$ cat src/rtl/trace_tx.sv
// rtl/trace_tx.sv - TPIU-style DDR trace port transmitter (frames, syncs, idle filler)
// Optional feature: define TRACE_TX_HALFSYNC_EN to use halfsync (FF 7F) as idle filler;
// without it the filler is a full sync unit that also clears the frame counter.
module trace_tx #(
   parameter int SYNC_INTERVAL = 16
) (
   input  logic         clk,
   input  logic         rst,
   input  logic [1:0]   width,
   input  logic         PkAvail,
   output logic         PkAck,
   input  logic [127:0] Packet,
   output logic [3:0]   traceDouta,
   output logic [3:0]   traceDoutb,
   output logic         idle
);

   typedef enum logic [1:0] {RSYNC, SYNC, FRAME, HALF} state_t;

   localparam logic [15:0] SYNC_INT = 16'(SYNC_INTERVAL);

   // Position registers describe the slice currently on the pins.
   state_t         state, state_nx;
   logic           run;
   logic [3:0]     byte_idx, byte_nx;
   logic [1:0]     slice_idx, slice_nx;
   logic [1:0]     wl, wl_nx;
   logic           fill, fill_nx;
   logic [127:0]   pkt, pkt_nx;
   logic [15:0]    fcnt, fcnt_nx, fcnt_end;

   logic           last_slice, boundary, frame_end, sync_due, ack_nx;
   logic [1:0]     slice_max;
   logic [3:0]     last_byte;
   logic [7:0]     byte_v;
   logic [2:0]     sh;
   logic [3:0]     a_nx, b_nx;

   // Sequencing: advance slice/byte, pick the next unit at each boundary.
   always_comb begin
      state_nx  = state;
      byte_nx   = byte_idx;
      slice_nx  = slice_idx;
      wl_nx     = wl;
      fill_nx   = fill;
      pkt_nx    = pkt;
      ack_nx    = 1'b0;

      case (wl)
         2'd3:    slice_max = 2'd0;
         2'd2:    slice_max = 2'd1;
         default: slice_max = 2'd3;
      endcase

      case (state)
         RSYNC:   last_byte = 4'd7;
         SYNC:    last_byte = 4'd3;
         HALF:    last_byte = 4'd1;
         default: last_byte = 4'd15;
      endcase

      last_slice = (slice_idx == slice_max);
      boundary   = run && last_slice && (byte_idx == last_byte);
      frame_end  = boundary && (state == FRAME);
      fcnt_end   = (frame_end && (fcnt != 16'hFFFF)) ? fcnt + 16'd1 : fcnt;
      sync_due   = (SYNC_INT != 16'd0) && (fcnt_end >= SYNC_INT);
      fcnt_nx    = fcnt_end;

      if (!run) begin
         // First cycle out of reset: the double sync starts immediately.
         state_nx = RSYNC;
         byte_nx  = 4'd0;
         slice_nx = 2'd0;
         wl_nx    = width;
         fill_nx  = 1'b0;
         fcnt_nx  = 16'd0;
      end else if (boundary) begin
         byte_nx  = 4'd0;
         slice_nx = 2'd0;
         wl_nx    = width;
         if (sync_due) begin
            state_nx = SYNC;
            fill_nx  = 1'b0;
            fcnt_nx  = 16'd0;
         end else if (PkAvail) begin
            state_nx = FRAME;
            pkt_nx   = Packet;
            ack_nx   = 1'b1;
            fill_nx  = 1'b0;
         end else begin
`ifdef TRACE_TX_HALFSYNC_EN
            state_nx = HALF;
            fill_nx  = 1'b1;
`else
            state_nx = SYNC;
            fill_nx  = 1'b1;
            fcnt_nx  = 16'd0;
`endif
         end
      end else if (last_slice) begin
         byte_nx  = byte_idx + 4'd1;
         slice_nx = 2'd0;
      end else begin
         slice_nx = slice_idx + 2'd1;
      end
   end

   // Pin data for the next position: select the byte, then its A/B slice.
   always_comb begin
      case (state_nx)
         FRAME:   byte_v = pkt_nx[{byte_nx, 3'b000} +: 8];
         HALF:    byte_v = byte_nx[0] ? 8'h7F : 8'hFF;
         default: byte_v = (byte_nx[1:0] == 2'd3) ? 8'h7F : 8'hFF;
      endcase
      sh = {slice_nx[0], 2'b00};
      case (wl_nx)
         2'd3: begin
            a_nx = byte_v[3:0];
            b_nx = byte_v[7:4];
         end
         2'd2: begin
            a_nx = {2'b00, byte_v[sh +: 2]};
            b_nx = {2'b00, byte_v[(sh + 3'd2) +: 2]};
         end
         default: begin
            a_nx = {3'b000, byte_v[{slice_nx, 1'b0}]};
            b_nx = {3'b000, byte_v[{slice_nx, 1'b1}]};
         end
      endcase
   end

   // Registered position and outputs; reset aborts any unit in flight.
   always_ff @(posedge clk) begin
      if (rst) begin
         run        <= 1'b0;
         state      <= RSYNC;
         byte_idx   <= 4'd0;
         slice_idx  <= 2'd0;
         wl         <= 2'd0;
         fill       <= 1'b0;
         pkt        <= '0;
         fcnt       <= 16'd0;
         traceDouta <= 4'd0;
         traceDoutb <= 4'd0;
         PkAck      <= 1'b0;
         idle       <= 1'b0;
      end else begin
         run        <= 1'b1;
         state      <= state_nx;
         byte_idx   <= byte_nx;
         slice_idx  <= slice_nx;
         wl         <= wl_nx;
         fill       <= fill_nx;
         pkt        <= pkt_nx;
         fcnt       <= fcnt_nx;
         traceDouta <= a_nx;
         traceDoutb <= b_nx;
         PkAck      <= ack_nx;
         idle       <= fill_nx;
      end
   end

endmodule

$ cat config.mk
export PLATFORM = sky130hd
export DESIGN_NAME = trace_tx
export DESIGN_NICKNAME = d
export VERILOG_FILES = /design/src/rtl/trace_tx.sv
export SDC_FILE = /design/constraint.sdc
export NUM_CORES = 1
export LEC_CHECK = 0
export CAP_MARGIN = 20
export CORE_MARGIN = 2
export CORE_UTILIZATION = 45
export CTS_BUF_LIST = sky130_fd_sc_hd__clkbuf_8
export DETAILED_ROUTE_END_ITERATION = 7
export GPL_TIMING_DRIVEN = 0
export HOLD_SLACK_MARGIN = 0.1
export PLACE_DENSITY = 0.7
export SETUP_SLACK_MARGIN = 0.15
export SKIP_CTS_REPAIR_TIMING = 1
export SYNTH_ARGS = -nofsm -noshare
export SYNTH_HDL_FRONTEND = slang
export SYNTH_SLANG_ARGS = --single-unit
$ cat constraint.sdc
create_clock -name clk -period 4.4 [get_ports clk]
set_input_delay 0.44 -clock clk [delete_from_list [all_inputs] [get_ports clk]]
set_output_delay 0.44 -clock clk [all_outputs]
set_load 0.1 [all_outputs]
[Word-level counts from Yosys, hierarchy flattened]
Index checks and enable logic that the tools add are counted.
Storage, ports and cells
  bits in registers: 165
  input port bits: 133
  output and inout bits: 10
Cells by class
  $add $sub $neg: 4
  magnitude comparators: 3
  eq/ne operators: 13
  shifts and indexed selects: 3
  muxes and demuxes: 35
  bitwise gates (word level): 2
  reduce and logical (&&, ||, !) cells: 7
Operators by type and width (count)
  2-to-1 mux 128 bit: 4
  variable part select 128 x 8 -> 8 bit: 1
  2-to-1 mux 16 bit: 4
  == test 2 bit (second input constant): 9
  2-to-1 mux 2 bit: 9
  adder 16 x 1 -> 16 bit (second input constant): 1
  greater-or-equal comparator 16 x 5 -> 1 bit (second input constant): 1
  2-to-1 mux 8 bit: 2
  inequality test 16 bit (second input constant): 1
  one-hot mux 4 bit (2 select lines): 2
  one-hot mux 8 bit (2 select lines): 1
  variable part select 8 x 4 -> 2 bit: 2
  2-to-1 mux 4 bit: 3
  one-hot mux 4 bit (3 select lines): 1
  < comparator 3 x 4 -> 1 bit (second input constant): 2
  2-to-1 mux 1 bit: 6
  adder 4 x 1 -> 4 bit (second input constant): 1
  binary-select mux 1 bit (select 2 bit): 2
  == test 4 bit: 1
  logical AND 1 bit: 4
  one-hot mux 2 bit (2 select lines): 1
  OR reduction 4 bit: 1
  adder 3 x 2 -> 3 bit (second input constant): 1
  adder 2 x 1 -> 2 bit (second input constant): 1
  5 further kinds: 6

[Depth between registers and ports, before layout]
  word-level depth: 17
  gate-level depth with buffers: 17

[Worst setup path after synthesis]
Ideal clock, no wire load.
  path type: register to register
  from: reg fcnt[0]
  to: reg traceDoutb[0]
  data arrival time: 3.605 ns
  data required time: 4.286 ns
  slack: 0.681 ns
  cell stages (with the launch flop): 14
  period minus slack after synthesis: 3.719 ns
  cells stage by stage: dfxtp_1 > ha_1 > nand2_1 > nor4_4 > a2111oi_2 > nand3_1 > a221o_1 > nor2_4 > mux2i_1 > a221oi_1 > o32a_1 > or3b_1 > o211a_1 > a21bo_1
On the way
  word-level cells in the longest chain between the ends: 12
Ends and longest elaborated chain
  from (decl): RTL line 30  | logic [15:0] fcnt, fcnt_nx, fcnt_end;
  from (signal assigned): RTL line 155  | fcnt <= fcnt_nx;
  branches (longest 2 deep; another with adder 16 x 1 -> 16 bit)
  2-to-1 mux 16 bit (*): RTL line 65  | fcnt_end = (frame_end && (fcnt != 16'hFFFF)) ? fcnt + 16'd1 : fcnt;
  greater-or-equal comparator 16 x 5 -> 1 bit (*): RTL line 66  | sync_due = (SYNC_INT != 16'd0) && (fcnt_end >= SYNC_INT);
  2-to-1 mux 128 bit / 2-to-1 mux 2 bit (equally long branches): RTL line 81  | if (sync_due) begin
  2-to-1 mux 128 bit / 2-to-1 mux 2 bit (equally long branches): RTL line 77  | end else if (boundary) begin
  2-to-1 mux 128 bit / 2-to-1 mux 2 bit (equally long branches): RTL line 69  | if (!run) begin
  variable part select 128 x 8 -> 8 bit / == test 2 bit (equally long branches): RTL line 111, 110
  one-hot mux 8 bit (2 select lines) (*): RTL line 110  | case (state_nx)
  branches (longest 2 deep; another with variable part select 8 x 4 -> 2 bit)
  one-hot mux 4 bit (2 select lines) (*): RTL line 116  | case (wl_nx)
  to (signal assigned): RTL line 157  | traceDoutb <= b_nx;
  to (decl): RTL line 14  | output logic [3:0] traceDoutb,
Every way passes the cells marked *. The select of a mux whose other input is x is not followed.
A chain may end at the register's enable or synchronous reset.

[Worst setup path in the final report]
  from: reg fcnt[13]
  to: reg traceDoutb[1]
On the way
  word-level cells in the longest chain between the ends: 11
Ends and longest elaborated chain
  branches (longest 2 deep; another with adder 16 x 1 -> 16 bit)
  2-to-1 mux 16 bit (*): RTL line 65
  greater-or-equal comparator 16 x 5 -> 1 bit (*): RTL line 66
  2-to-1 mux 128 bit / 2-to-1 mux 2 bit (equally long branches): RTL line 81
  2-to-1 mux 128 bit / 2-to-1 mux 2 bit (equally long branches): RTL line 77
  2-to-1 mux 128 bit / 2-to-1 mux 2 bit (equally long branches): RTL line 69
  variable part select 128 x 8 -> 8 bit / == test 2 bit (equally long branches): RTL line 111, 110
  one-hot mux 8 bit (2 select lines) (*): RTL line 110
  variable part select 8 x 4 -> 2 bit: RTL line 123  | b_nx = {2'b00, byte_v[(sh + 3'd2) +: 2]};
  one-hot mux 4 bit (2 select lines) (*): RTL line 116
Every way passes the cells marked *.

==> flow_metrics.py <==
metrics = {
    "worst_hold_path": {
        "hold_start": "rst",
        "hold_end": "wl[1]",
        "min_path_cells": 2,
        "hp-class": "in -> reg",
    },
    "critical_path": {
        "cp_top_family": "compound AO/OA/AOI/OAI gates",
        "worstPathCellList": "clkbuf_1, and3_1, clkbuf_2, a2111oi_4, buf_4, mux2i_2, nand4_1, buf_4, nor2_4, buf_6, buf_6, mux2i_4, o311ai_1, o211ai_1, o21ai_4, o21a_1, a21oi_1",
        "r2r_setup_slack_ns": 0.22,
        "r2r_start": "fcnt[13]",
        "required_ns": 4.81,
        "rr_endpoint": "traceDoutb[1]",
        "slowest_stage": "a2111oi_4",
        "critPathMaxFanout": 10,
        "r2r_cells": 17,
        "crit_path_end_kind": "flip-flop",
        "crit_arrival_ns": 4.59,
        "crit_type": "reg -> reg",
        "cp_num_buf_inv": 6,
        "cp-start-kind": "flip-flop",
        "cp_slowest_stage_delay_ns": 0.45,
    },
    "placement": {
        "finalWeightedCongestion": 0.972,
        "placed_area_um2": 9710,
        "dp_cells": 1404,
        "io_buffers": 141,
        "dpl.hpwl_um": 20500,
    },
    "cells_and_area": {
        "final_cell_mix": "284 x nand2_1, 161 x dfxtp_1, 141 x clkdlybuf4s50_1, 137 x a21oi_1, 67 x nor2_1",
        "n_antenna_cell": 0,
        "area_growth_pct": 29.4,
        "postLayoutCellArea_um2": 10400,
        "nNetsFinal": 1343,
        "multi_input_area_um2": 4530,
        "num-fill-cells": 1612,
        "final_common_cell": "nand2_1",
        "drive_gt1_share_pct": 9.01,
        "regArea_um2": 3310,
        "fin_cells": 1446,
    },
    "clocking": {
        "cts_buffers": 17,
        "root_buffer": "clkbuf_8",
        "cts.sinks": 165,
        "clock_path_buffers": 2,
        "htree_levels": 4,
        "cts_tree": "done",
        "clk-insertion-delay-late_ns": 0.48,
        "clkTransAtPathRegs_ns": 0.10,
    },
    "logic_synthesis": {
        "synth.distinct_cells": 80,
        "synth_ff_type": "dfxtp_1",
        "synth_area_per_cell_um2": 7.72,
        "syn_inst": 1038,
        "synth-seq-cells": 165,
        "synth_warnings": 0,
        "synth_area_um2": 8010,
        "synth-edff-count": 0,
        "async_flop_share_pct": 0,
        "synth_nets": 1173,
        "synth_seq_area_share_pct": 41.2,
    },
    "routing": {
        "drtIter0Drc": 1076,
        "dr.pass1.iters": 6,
        "drc": 0,
        "vias": 8336,
        "viasPerCell": 5.76,
        "wl_per_cell_um": 19.4,
        "ant_nets": 0,
        "routed_wl_um": 28100,
    },
    "sta": {
        "period_share_pct": 95.1,
        "fmax_mhz": 239,
        "setup_violations": 0,
        "tightest_slew_ns": 0.978,
        "drv_slew": 0,
        "hold_viol": 0,
        "finalCriticalPeriod_ns": 4.18,
        "rsz0062_at_grt": "no",
        "relSlewSlack_pct": 34.6,
        "skew_ns": 0.0182,
    },
    "global_routing": {
        "track_usage_pct": 29.5,
        "grt_max_degree": 18,
        "grt_overflow_total": 0,
        "grt_pass1_wl_um": 41700,
        "antenna_found_initial": 0,
        "grt_pass1_vias": 7643,
    },
    "floorplan": {
        "pin_count": 143,
        "core_area_um2": 17400,
        "fp.dieH_um": 137,
        "die_area_um2": 18900,
        "core.rowCount": 48,
        "floorplan.initialDensity_pct": 46.2,
        "die-width_um": 137,
    },
    "flow_run": {
        "drv_cap": 0,
    },
    "power_and_ir_drop": {
        "peakVddDrop_mv": 0.197,
        "p_leak_nw": 3.48,
        "power_density_nw_per_um2": 274,
    },
    "outcome": {
        "status": "completed",
    },
}
-- logic make-up (layout without fill, tap and decap cells) --
family	count (synthesis)	in the layout	share of synthesized area [%]
adder cells (fa/ha/maj)	2	2	0.312
AND/OR/NAND/NOR	452	452	25.0
buffers and inverters	81	264	4.11
flip-flops	165	165	41.2
multiplexers	50	50	6.62
AO/OA/AOI/OAI	267	267	20.5
XOR/XNOR	21	21	2.30
-- worst max-delay path by stage --
stage / from / to / slack, ns / cells after the start
2_1_floorplan: fcnt[0] / traceDoutb[0] / 0.68 / 13
3_3_place_gp: fcnt[0] / pkt[77] / -0.57 / 14
3_5_place_dp: fcnt[0] / pkt[77] / -0.60 / 14
4_1_cts: fcnt[0] / pkt[77] / -0.63 / 14
5_1_grt: fcnt[13] / traceDoutb[1] / 0.07 / 17
6_report: fcnt[13] / traceDoutb[1] / 0.22 / 17
-- worst reg2reg max path, cell delays in order, from the launching register on --
cell and delay, ns:
dfxtp_1 0.31, clkbuf_1 0.19, and3_1 0.22, clkbuf_2 0.20, a2111oi_4 0.46, buf_4 0.20
mux2i_2 0.30, nand4_1 0.14, buf_4 0.19, nor2_4 0.22, buf_6 0.23, buf_6 0.21
mux2i_4 0.31, o311ai_1 0.15, o211ai_1 0.31, o21ai_4 0.14, o21a_1 0.19, a21oi_1 0.13
-- cell type report --
type                    count  share of cell area, %
well taps                 225                   2.72
clock buffers              17                   2.26
clock inverters            15                   1.36
flip-flops and latches    165                   31.9
plain buffers              77                   3.43
inverters                   4                  0.145
repair buffers            151                   14.5
multi-input cells         792                   43.7
-- routing by layer --
layer	share of wire (%)	GRT usage, %	up-vias	wire length [µm]
met4	3.0	9.85	0	842
met2	46	47.0	438	12900
met5	0	0	-	0
met3	8.6	6.92	71	2430
met1	42	39.4	3869	11900
li1	-	-	3958	-
-- cells in the mapped netlist, types with 11 or more instances --
cell type / number / share of area, %
buf_2: 11 / 0.69
o21ai_0: 39 / 2.4
mux2i_1: 44 / 5.5
dfxtp_1: 165 / 41
buf_1: 15 / 0.70
nand3_1: 23 / 1.4
clkbuf_1: 49 / 2.3
nand4_1: 12 / 0.94
nor2_1: 67 / 3.1
xor2_1: 11 / 1.2
a21oi_1: 138 / 8.6
nand2_1: 285 / 13
-- registers in the layout, indices dropped and copies added (netlist names), 2 cells and up --
name / count
wl: 2
traceDouta: 4
traceDoutb: 4
pkt: 128
byte_idx: 4
state: 2
fcnt: 16
slice_idx: 2
-- per-stage QoR --
| step | power [W] | hold WS [ns] | TNS [ns] | utilization, % | worst slack, ns |
|---|---|---|---|---|---|
| after CTS | 0.00284 | 0.419 | -36.46 | 58.1 | -0.633 |
| final | 0.00284 | 0.454 | 0 | 59.7 | 0.217 |
| after global placement | 0.00180 | 0.438 | -30.12 | 55.9 | -0.568 |
| after global routing | 0.00292 | 0.467 | 0 | 59.7 | 0.0693 |
| after floorplan | 0.00163 | 0.429 | 0 | - | 0.681 |
| after detailed placement | 0.00180 | 0.443 | -33.81 | 55.9 | -0.603 |
-- power by group --
group	leakage, nW	switching [W]	total [W]	internal (W)
Sequential	1.33	0.00000346	0.00150	0.00150
Combinational	1.95	0.000130	0.000267	0.000136
Clock	0.198	0.000660	0.00108	0.000416
Total	3.48	0.000794	0.00284	0.00205
(Power assumes the default switching activity.)
